`src/rtl/l2_write_buffer_pkg.sv`:
```
// Shared LC-3b memory-side types for the L2 write-back buffer.
// Line tag width follows the default 16-byte (128-bit) line.
package lc3b_types;

    localparam int WB_LINE_OFFSET = 4;

    typedef logic [15:0]               lc3b_word;
    typedef logic [127:0]              lc3b_cache_line;
    typedef logic [15:WB_LINE_OFFSET]  lc3b_line_tag;

    typedef enum logic [2:0] {
        IDLE,
        WR_ACK,
        RD_HIT_ACK,
        RD_MISS,
        RD_ACK,
        DRAIN
    } wb_state_t;

endpackage

```
`src/rtl/l2_write_buffer_control.sv`:
```
// Sequencer for the write-back buffer: accepts, hits, misses and drains.
// All port-facing enables are decoded from the state register alone.
module l2_write_buffer_control
    import lc3b_types::*;
(
    input  logic clk,
    input  logic reset,
    input  logic wr_req,
    input  logic rd_req,
    input  logic hit,
    input  logic full,
    input  logic empty,
    input  logic mem_resp,
    output logic push,
    output logic coalesce,
    output logic pop,
    output logic latch_hit,
    output logic latch_miss,
    output logic miss_start,
    output logic rd_en,
    output logic wr_en,
    output logic resp,
    output logic rdata_en
);

    wb_state_t state_q;
    wb_state_t state_d;

    always_ff @(posedge clk) begin
        if (reset) begin
            state_q <= IDLE;
        end else begin
            state_q <= state_d;
        end
    end

    always_comb begin
        state_d    = state_q;
        push       = 1'b0;
        coalesce   = 1'b0;
        pop        = 1'b0;
        latch_hit  = 1'b0;
        latch_miss = 1'b0;
        miss_start = 1'b0;
        unique case (state_q)
            IDLE: begin
                // Writes outrank reads; reads outrank a drain not yet begun.
                if (wr_req) begin
                    if (hit) begin
                        coalesce = 1'b1;
                        state_d  = WR_ACK;
                    end else if (!full) begin
                        push    = 1'b1;
                        state_d = WR_ACK;
                    end else if (!empty) begin
                        state_d = DRAIN;
                    end
                end else if (rd_req) begin
                    if (hit) begin
                        latch_hit = 1'b1;
                        state_d   = RD_HIT_ACK;
                    end else begin
                        miss_start = 1'b1;
                        state_d    = RD_MISS;
                    end
                end else if (!empty) begin
                    state_d = DRAIN;
                end
            end
            WR_ACK:     state_d = IDLE;
            RD_HIT_ACK: state_d = IDLE;
            RD_MISS: begin
                if (mem_resp) begin
                    latch_miss = 1'b1;
                    state_d    = RD_ACK;
                end
            end
            RD_ACK:     state_d = IDLE;
            DRAIN: begin
                if (mem_resp) begin
                    pop     = 1'b1;
                    state_d = IDLE;
                end
            end
            default:    state_d = IDLE;
        endcase
    end

    assign rd_en    = (state_q == RD_MISS);
    assign wr_en    = (state_q == DRAIN);
    assign rdata_en = (state_q == RD_HIT_ACK) || (state_q == RD_ACK);
    assign resp     = rdata_en || (state_q == WR_ACK);

endmodule

```
`src/rtl/l2_write_buffer.sv`:
```
// Write-back buffer between the cache arbiter and L2: absorbs dirty lines,
// serves read hits locally and drains to L2 when the downstream port is free.
module l2_write_buffer
    import lc3b_types::*;
#(
    parameter int DEPTH       = 4,
    parameter int LINE_OFFSET = 4
) (
    input  logic         clk,
    input  logic         reset,
    input  logic [15:0]  arb_mem_address,
    input  logic         arb_mem_read,
    input  logic         arb_mem_write,
    input  logic [127:0] arb_mem_wdata,
    output logic [127:0] arb_mem_rdata,
    output logic         arb_mem_resp,
    output logic [15:0]  mem_address,
    output logic         mem_read,
    output logic         mem_write,
    output logic [127:0] mem_wdata,
    input  logic [127:0] mem_rdata,
    input  logic         mem_resp,
    output logic         buf_empty
);

    localparam int PTR_W = $clog2(DEPTH);
    localparam int CNT_W = PTR_W + 1;
    localparam int TAG_W = 16 - LINE_OFFSET;
    localparam logic [CNT_W-1:0] FULL_CNT = CNT_W'(DEPTH);

    logic [TAG_W-1:0] tag_q [DEPTH];
    lc3b_cache_line   line_q [DEPTH];
    logic [DEPTH-1:0] valid_q;
    logic [PTR_W-1:0] head_q;
    logic [PTR_W-1:0] tail_q;
    logic [CNT_W-1:0] count_q;
    logic [TAG_W-1:0] miss_tag_q;
    lc3b_cache_line   rdata_q;

    logic [TAG_W-1:0] req_tag;
    logic [DEPTH-1:0] match;
    logic [PTR_W-1:0] hit_idx;
    logic             hit;
    logic             full;
    logic             empty;

    logic push, coalesce, pop;
    logic latch_hit, latch_miss, miss_start;
    logic rd_en, wr_en, resp, rdata_en;

    logic unused_offset;
    assign unused_offset = ^arb_mem_address[LINE_OFFSET-1:0];

    assign req_tag = arb_mem_address[15:LINE_OFFSET];
    assign full    = (count_q == FULL_CNT);
    assign empty   = (count_q == '0);

    // Coalescing keeps tags unique, so at most one bit of match is set.
    always_comb begin
        match   = '0;
        hit_idx = '0;
        for (int i = 0; i < DEPTH; i++) begin
            match[i] = valid_q[i] && (tag_q[i] == req_tag);
            if (match[i]) begin
                hit_idx = PTR_W'(i);
            end
        end
    end

    assign hit = |match;

    l2_write_buffer_control u_control (
        .clk        (clk),
        .reset      (reset),
        .wr_req     (arb_mem_write),
        .rd_req     (arb_mem_read),
        .hit        (hit),
        .full       (full),
        .empty      (empty),
        .mem_resp   (mem_resp),
        .push       (push),
        .coalesce   (coalesce),
        .pop        (pop),
        .latch_hit  (latch_hit),
        .latch_miss (latch_miss),
        .miss_start (miss_start),
        .rd_en      (rd_en),
        .wr_en      (wr_en),
        .resp       (resp),
        .rdata_en   (rdata_en)
    );

    always_ff @(posedge clk) begin
        if (reset) begin
            head_q  <= '0;
            tail_q  <= '0;
            count_q <= '0;
            valid_q <= '0;
        end else begin
            if (push) begin
                valid_q[tail_q] <= 1'b1;
                tail_q          <= tail_q + 1'b1;
                count_q         <= count_q + 1'b1;
            end else if (pop) begin
                valid_q[head_q] <= 1'b0;
                head_q          <= head_q + 1'b1;
                count_q         <= count_q - 1'b1;
            end
        end
    end

    // Payload needs no reset: valid_q alone decides what is live.
    always_ff @(posedge clk) begin
        if (push) begin
            tag_q[tail_q]  <= req_tag;
            line_q[tail_q] <= arb_mem_wdata;
        end else if (coalesce) begin
            line_q[hit_idx] <= arb_mem_wdata;
        end
    end

    always_ff @(posedge clk) begin
        if (reset) begin
            miss_tag_q <= '0;
            rdata_q    <= '0;
        end else begin
            if (miss_start) begin
                miss_tag_q <= req_tag;
            end
            if (latch_hit) begin
                rdata_q <= line_q[hit_idx];
            end else if (latch_miss) begin
                rdata_q <= mem_rdata;
            end
        end
    end

    always_comb begin
        mem_address = '0;
        mem_wdata   = '0;
        if (rd_en) begin
            mem_address = {miss_tag_q, {LINE_OFFSET{1'b0}}};
        end else if (wr_en) begin
            mem_address = {tag_q[head_q], {LINE_OFFSET{1'b0}}};
            mem_wdata   = line_q[head_q];
        end
    end

    assign mem_read      = rd_en;
    assign mem_write     = wr_en;
    assign arb_mem_resp  = resp;
    assign arb_mem_rdata = rdata_en ? rdata_q : '0;
    assign buf_empty     = empty;

endmodule

```
`config.mk`:
```
export PLATFORM = sky130hd
export DESIGN_NAME = l2_write_buffer
export DESIGN_NICKNAME = d
export VERILOG_FILES = /design/src/rtl/l2_write_buffer_pkg.sv /design/src/rtl/l2_write_buffer_control.sv /design/src/rtl/l2_write_buffer.sv
export SDC_FILE = /design/constraint.sdc
export NUM_CORES = 1
export LEC_CHECK = 0
export BUFFER_PORTS_ARGS = -buffer_cell sky130_fd_sc_hd__buf_2
export CAP_MARGIN = 25
export CORE_MARGIN = 4
export CORE_UTILIZATION = 43
export DETAILED_ROUTE_END_ITERATION = 16
export PLACE_DENSITY_LB_ADDON = 0.05
export SETUP_SLACK_MARGIN = 0.02
export SYNTH_ARGS = -nofsm -noshare
export SYNTH_HDL_FRONTEND = slang
export SYNTH_SLANG_ARGS = --single-unit
export TNS_END_PERCENT = 30
```
`constraint.sdc`:
```
create_clock -name clk -period 15.2 [get_ports clk]
set_input_delay 0.76 -clock clk [delete_from_list [all_inputs] [get_ports clk]]
set_output_delay 0.76 -clock clk [all_outputs]
set_load 0.03 [all_outputs]
```
==> results of run 1 <==
kinds of logic after synthesis:
group | synth area share
adders and majority gates | 0.003632
muxes | 0.1396
DFF | 0.6029
other | 0.0001134
and+or+nand+nor | 0.1029
buffers and inverters | 0.03220
xor gates and xnor gates | 0.01351
AOI/OAI and AO/OA | 0.1052
synth_stat cells (2+ instances only):
cell type	number	area share
edfxtp_1	560	0.51
and3_1	261	0.049
clkbuf_1	161	0.018
dfxtp_1	156	0.094
nand2_1	141	0.016
mux4_2	140	0.095
and2_1	131	0.025
a211oi_1	129	0.029
mux2_2	129	0.044
a22oi_1	128	0.029
a311oi_1	128	0.034
xnor2_1	50	0.013
buf_2	47	0.0071
a21oi_1	30	0.0045
buf_1	20	0.0023
buf_4	18	0.0041
nand3_1	18	0.0027
nor2_1	18	0.0020
o21ai_0	17	0.0026
a22o_1	12	0.0032
nand4_1	11	0.0021
ha_1	8	0.0030
inv_1	4	0.00045
nand2b_1	4	0.00076
nor4_1	4	0.00076
o21a_1	4	0.00091
nor2b_1	3	0.00057
nor3_1	3	0.00045
or3_1	3	0.00057
or4_4	3	0.0010
o311ai_0	2	0.00053
or2_2	2	0.00038
metal layers:
| metal | GRT usage | vias up | wire length [um] |
|---|---|---|---|
| met5 | 0 | - | 135 |
| met4 | 0.09733 | 24 | 3722 |
| met3 | 0.05963 | 212 | 8056 |
| met2 | 0.4497 | 887 | 55410 |
| met1 | 0.3528 | 12420 | 46630 |
| li1 | - | 10260 | - |
sequential cells by signal, summed over array words and instances, names as in the netlist, named ones only:
name / cells
rdata_q: 128
u_control.state_q: 3
tag_q: 48
line_q: 512
valid_q: 4
tail_q: 2
count_q: 3
head_q: 2
miss_tag_q: 12
report_power, final:
part,internal [W],switching [W]
Sequential,0.00228,0.0000788
Combinational,0.000219,0.000364
Clock,0.00121,0.000782
Total,0.00371,0.00123
how the worst max path moves through the flow:
| stage | from | to | slack, ns | depth (start not counted) |
|---|---|---|---|---|
| final | u_control.state_q[0] | mem_address[15] | 10.32 | 6 |
| after global routing | u_control.state_q[0] | mem_address[13] | 10.22 | 6 |
| after floorplan | arb_mem_address[10] | line_q[2][0] | 3.83 | 9 |
| after global placement | arb_mem_address[7] | line_q[1][75] | 10.08 | 8 |
| after CTS | u_control.state_q[0] | mem_address[13] | 10.32 | 6 |
| after detailed placement | arb_mem_address[7] | line_q[1][74] | 9.97 | 8 |
per-stage QoR:
| stage | std cells | hold WS [ns] | util | worst slack, ns | area (um^2) |
|---|---|---|---|---|---|
| after CTS | 3875 | 0.3055 | 0.5156 | 10.32 | 39220 |
| after global routing | 3893 | 0.3275 | 0.5166 | 10.22 | 39300 |
| after floorplan | 2361 | 0.4406 | - | 3.835 | 33080 |
| after detailed placement | 3725 | 0.4664 | 0.4800 | 9.966 | 36510 |
| after global placement | 3724 | 0.4614 | 0.4796 | 10.08 | 36490 |
| final | 3899 | 0.3497 | 0.5168 | 10.32 | 39320 |
area by class of cell:
| cell class | count | area, um^2 | share of cell area |
|---|---|---|---|
| diodes | 21 | 52.55 | 0.001337 |
| clock buffers | 124 | 2404 | 0.06113 |
| clock inverters | 26 | 307.8 | 0.007828 |
| inverters | 4 | 15.01 | 0.0003819 |
| multi-input cells | 1395 | 12190 | 0.3099 |
| flip-flops and latches | 716 | 19950 | 0.5074 |
| well taps | 1030 | 1289 | 0.03278 |
| repair buffers | 583 | 3114 | 0.07920 |
==> run_results.csv, run 1 <==
group,metric,value,unit
run_status,status,"completed",
power,powerDensity,125.4,mW/mm^2
sta,tightest_slew,1.164,ns
synth,synthFlopType,"edfxtp_1",
clock_network,clock_sinks,716,
placement,gp_congestion,0.8190,
clock_network,clk_path_buf_depth,3,
clock_network,cts_hold_buf,0,
setup_path,arrival,4.12,ns
routing,drc,0,
setup_path,critPathLaunchType,"register",
die,start_util,0.4347,
clock_network,cts_max_level,3,
clock_network,postCtsSetupBuffers,0,
synth,synth-edff-count,560,
setup_path,crit_path_end_kind,"output pin",
min_path,worstHoldEndpoint,"line_q[1][112]",
routing,ant_nets,0,
routing,drt-vias-per-instance,6.105,
global_route,grt_pass1_vias,24660,
clock_network,ctsResizeCount,0,
power,p_leak,14.93,nW
setup_path,max_stage_delay,0.90,ns
die,rows,101,
global_route,track_usage,0.2712,
synth,netlist_instances,2358,
routing,firstDrtPassIters,5,
die,die_h,285.3,um
power,power.total,0.004931,W
synth,avgSynthCellArea,14.02,um^2
sta,fin_tns_setup,0,ns
sta,fmaxAchievable,0.2048,GHz
finish,area_growth,18.89,%
setup_path,crit_slowest_cell,"buf_4",
min_path,min_path_cells,1,
setup_path,r2r-end,"line_q[1][9]",
synth,yosys_warnings,0,
sta,fin_crit_sh,0.3212,
die,coreArea,0.07608,mm^2
setup_path,reg2reg_depth,8,
clock_network,clkTransAtPathRegs,0.06,ns
global_route,grt_max_degree,199,
finish,most-common-layout-cells,"edfxtp_1, buf_2, and3_1",
setup_path,crit_type,"register to output pin",
power,vdd_drop_max,0.08548,mV
sta,hold_violations,0,
placement,io_buffers,544,
setup_path,crit_buf_inv,3,
clock_network,tritoncts,"built",
setup_path,path_max_fanout,75,
clock_network,cts_buffers,81,
sta,finalSetupViolCount,0,
setup_path,reg2reg_slack,10.49,ns
clock_network,clock_latency,0.62,ns
finish,final_common_cell,"edfxtp_1",
synth,syn_area,0.03307,mm^2
placement,dpl.hpwl,64120,um
finish,drive_gt1_frac,0.3494,
clock_network,cts_root_buf,"clkbuf_16",
finish,n_fill_cell,6676,
sta,clock_skew,0.02156,ns
die,die-area,0.08141,mm^2
global_route,overflow,0,
finish,fin_nets,3067,
min_path,hold_path_class,"primary input to register",
synth,ys_async_sr_fraction,0,
min_path,worstHoldStart,"arb_mem_wdata[112]",
global_route,grt_pass1_wl,166300,um
setup_path,critPathRequiredTime,14.44,ns
synth,ys_types,45,
synth,ys_seq_area_frac,0.6029,
sta,drv_slew,0,
routing,wl_per_cell,29.23,um
sta,min_period,4.882,ns
global_route,grt_antenna_before_repair,39,
setup_path,path_cells,"nand2_1 -> nor2_4 -> buf_4 -> buf_4 -> a22o_1 -> buf_2",
synth,synth_seq_cells,716,
sta,maxSlewHeadroom,0.2237,
die,fp.dieW,285.3,um
setup_path,rr_startpoint,"tag_q[0][3]",
setup_path,cp_common_cell,"buf_4",
routing,drtIter0Drc,1866,
setup_path,cp_top_family,"buffers and inverters",
routing,route.final.wire_length,114000,um
routing,vias,23800,
sta,rsz0062_at_grt,"no",
run,cap_violations,0,
die,ioPinCount,553,
(Power assumes the default switching activity.)
==> run 2: changes to the inputs <==
Settings changed: ABC_AREA set to 1.
Clock period 15.2 ns to 4.8 ns, I/O delays scaled along.
==> run_results.csv, run 2 <==
group,metric,value,unit
die,die-area,0.08417,mm^2
sta,maxSlewHeadroom,0.3052,
die,rows,103,
routing,drt-vias-per-instance,5.211,
sta,tightest_slew,1.042,ns
setup_path,max_stage_delay,0.68,ns
setup_path,crit_path_end_kind,"output pin",
setup_path,critPathRequiredTime,4.56,ns
run,cap_violations,0,
finish,area_growth,25.09,%
routing,drtIter0Drc,2030,
routing,wl_per_cell,20.25,um
die,coreArea,0.07900,mm^2
synth,yosys_warnings,0,
synth,yosys-top-cells-area,"edfxtp_1, o21ai_0, dfxtp_1",
routing,wl_met1,46300,um
power,vdd_drop_max,0.2731,mV
routing,dr_wl_met2,55290,um
sta,fin_ws,1.528,ns
setup_path,crit_slowest_cell,"inv_4",
clock_network,tritoncts,"built",
min_path,hold_path_class,"primary input to register",
clock_network,clk_path_buf_depth,3,
synth,ys_seq_area_frac,0.5826,
placement,post-place-ws,1.471,ns
global_route,overflow,0,
finish,final_common_cell,"nor2_1",
sta,rsz0062_at_grt,"no",
synth,syn_area,0.03423,mm^2
clock_network,cts_root_buf,"clkbuf_16",
setup_path,path_cells,"inv_1 -> nor3_2 -> inv_4 -> buf_4 -> a21oi_1 -> buf_2",
sta,min_period,3.272,ns
run_status,status,"completed",
finish,largest_reg_flops,512,
sta,whs,0.02750,ns
placement,gp_congestion,0.8009,
clock_network,cts_max_level,3,
synth,synth_area_leader_cell,"edfxtp_1",
global_route,track_usage,0.2557,
routing,vias,28730,
synth,synth_seq_cells,716,
synth,ys_types,33,
synth,synth.top_cell.area_share,0.4913,
global_route,grt_antenna_before_repair,14,
power,powerDensity,359.5,mW/mm^2
setup_path,critPathLaunchType,"register",
sta,fmaxAchievable,0.3056,GHz
clock_network,clkTransAtPathRegs,0.06,ns
synth,synthFlopType,"edfxtp_1",
synth,ys_async_sr_fraction,0,
sta,finalSetupViolCount,0,
finish,top_regs,"line_q x512, rdata_q x128, tag_q x48",
routing,wl_met3,7309,um
placement,io_buffers,544,
sta,clock_skew,0.02683,ns
power,p_leak,16.61,nW
setup_path,cp_top_family,"buffers and inverters",
routing,ant_nets,0,
routing,firstDrtPassIters,7,
placement,dpl.hpwl,64840,um
die,ioPinCount,553,
setup_path,path_max_fanout,62,
synth,netlist_instances,3737,
clock_network,clock_sinks,716,
finish,most-common-layout-cells,"nor2_1, o21ai_0, edfxtp_1",
sta,hold_violations,0,
synth,yosysMostFrequentCell,"nor2_1",
finish,largest-register,"line_q",
die,die_h,290.1,um
setup_path,crit_buf_inv,4,
routing,drc,0,
finish,fin_nets,4673,
setup_path,crit_type,"register to output pin",
setup_path,arrival,3.03,ns
clock_network,postCtsSetupBuffers,0,
synth,synth-edff-count,560,
global_route,grt_pass1_vias,28480,
global_route,grt_pass1_wl,169200,um
die,start_util,0.4332,
sta,fin_crit_sh,0.6818,
clock_network,cts_buffers,80,
clock_network,clock_latency,0.63,ns
global_route,grt_max_degree,170,
synth,avgSynthCellArea,9.159,um^2
routing,route.final.wire_length,111600,um
finish,drive_gt1_frac,0.1983,
sta,drv_slew,0,
synth,synth_top_cells_by_count,"nor2_1, o21ai_0, edfxtp_1",
die,fp.dieW,290.1,um
routing,route.top_layer_used,"met5",
run 2: final cells by class:
cell class	instances	area (um^2)
Fill cell	7231	36190
Sequential cell	716	19950
Antenna cell	11	27.53
Tap cell	1050	1314
Clock buffer	122	2362
Clock inverter	26	230.2
Multi-Input combinational cell	2406	11880
Inverter	348	1324
Timing Repair Buffer	835	5731
run 2: per-stage QoR:
stage	instances	total power, W	util	instance area (um^2)	setup TNS (ns)
floorplan	3740	0.008649	-	34250	-255.55
global placement	5113	0.009306	0.4779	37750	0
detailed placement	5114	0.009334	0.4782	37780	0
CTS	5503	0.01555	0.5416	42780	0
global route	5510	0.01602	0.5418	42800	0
finish	5514	0.01539	0.5419	42810	0
run 2: power by group:
group          leakage (nW)  switching, W  internal, W
combinational          8.98       0.00132     0.000649
sequential             6.35      0.000164      0.00723
clock                  1.27       0.00247      0.00356
run 2: logic make-up (layout without fill, tap and decap cells):
kind of cell             after synthesis  count (layout)  share of synthesized area
buffers and inverters                618            1331                    0.07246
other                                  1              15                  0.0001096
AND/OR/NAND/NOR                      980             980                     0.1101
AO/OA/AOI/OAI                       1278            1278                     0.1873
adder cells (fa/ha/maj)                9               9                   0.003510
multiplexers                         128             128                    0.04211
flip-flops                           716             716                     0.5826
XOR/XNOR                               7               7                   0.001791
run 2: tightest hold or removal path, stage by stage:
cell     delay [ns]
buf_2          0.07
mux2_2         0.12
o21ai_0        0.08
nor2_1         0.09
run 2: per-layer routing:
layer | global-route usage | vias to the layer above
met2 | 0.4444 | 968
li1 | - | 14030
met1 | 0.3260 | 13560
met3 | 0.04806 | 165
met5 | 0 | -
met4 | 0.07509 | 6
run 2: final timing paths:
path	slack, ns	start	endpoint	cells after the start
hold reg to reg	0.44	miss_tag_q[10]	miss_tag_q[10]	2
hold / removal	0.03	mem_rdata[13]	rdata_q[13]	4
setup reg to reg	1.66	tag_q[3][1]	line_q[2][58]	10
setup / recovery	1.53	u_control.state_q[0]	mem_wdata[44]	6
run 2: repair_timing:
| item | 4_1_cts | 5_1_grt |
|---|---|---|
| endpoints found under the hold margin | 662 | 0 |
| hold buffers | 241 | 0 |
| resized for setup | 0 | 0 |
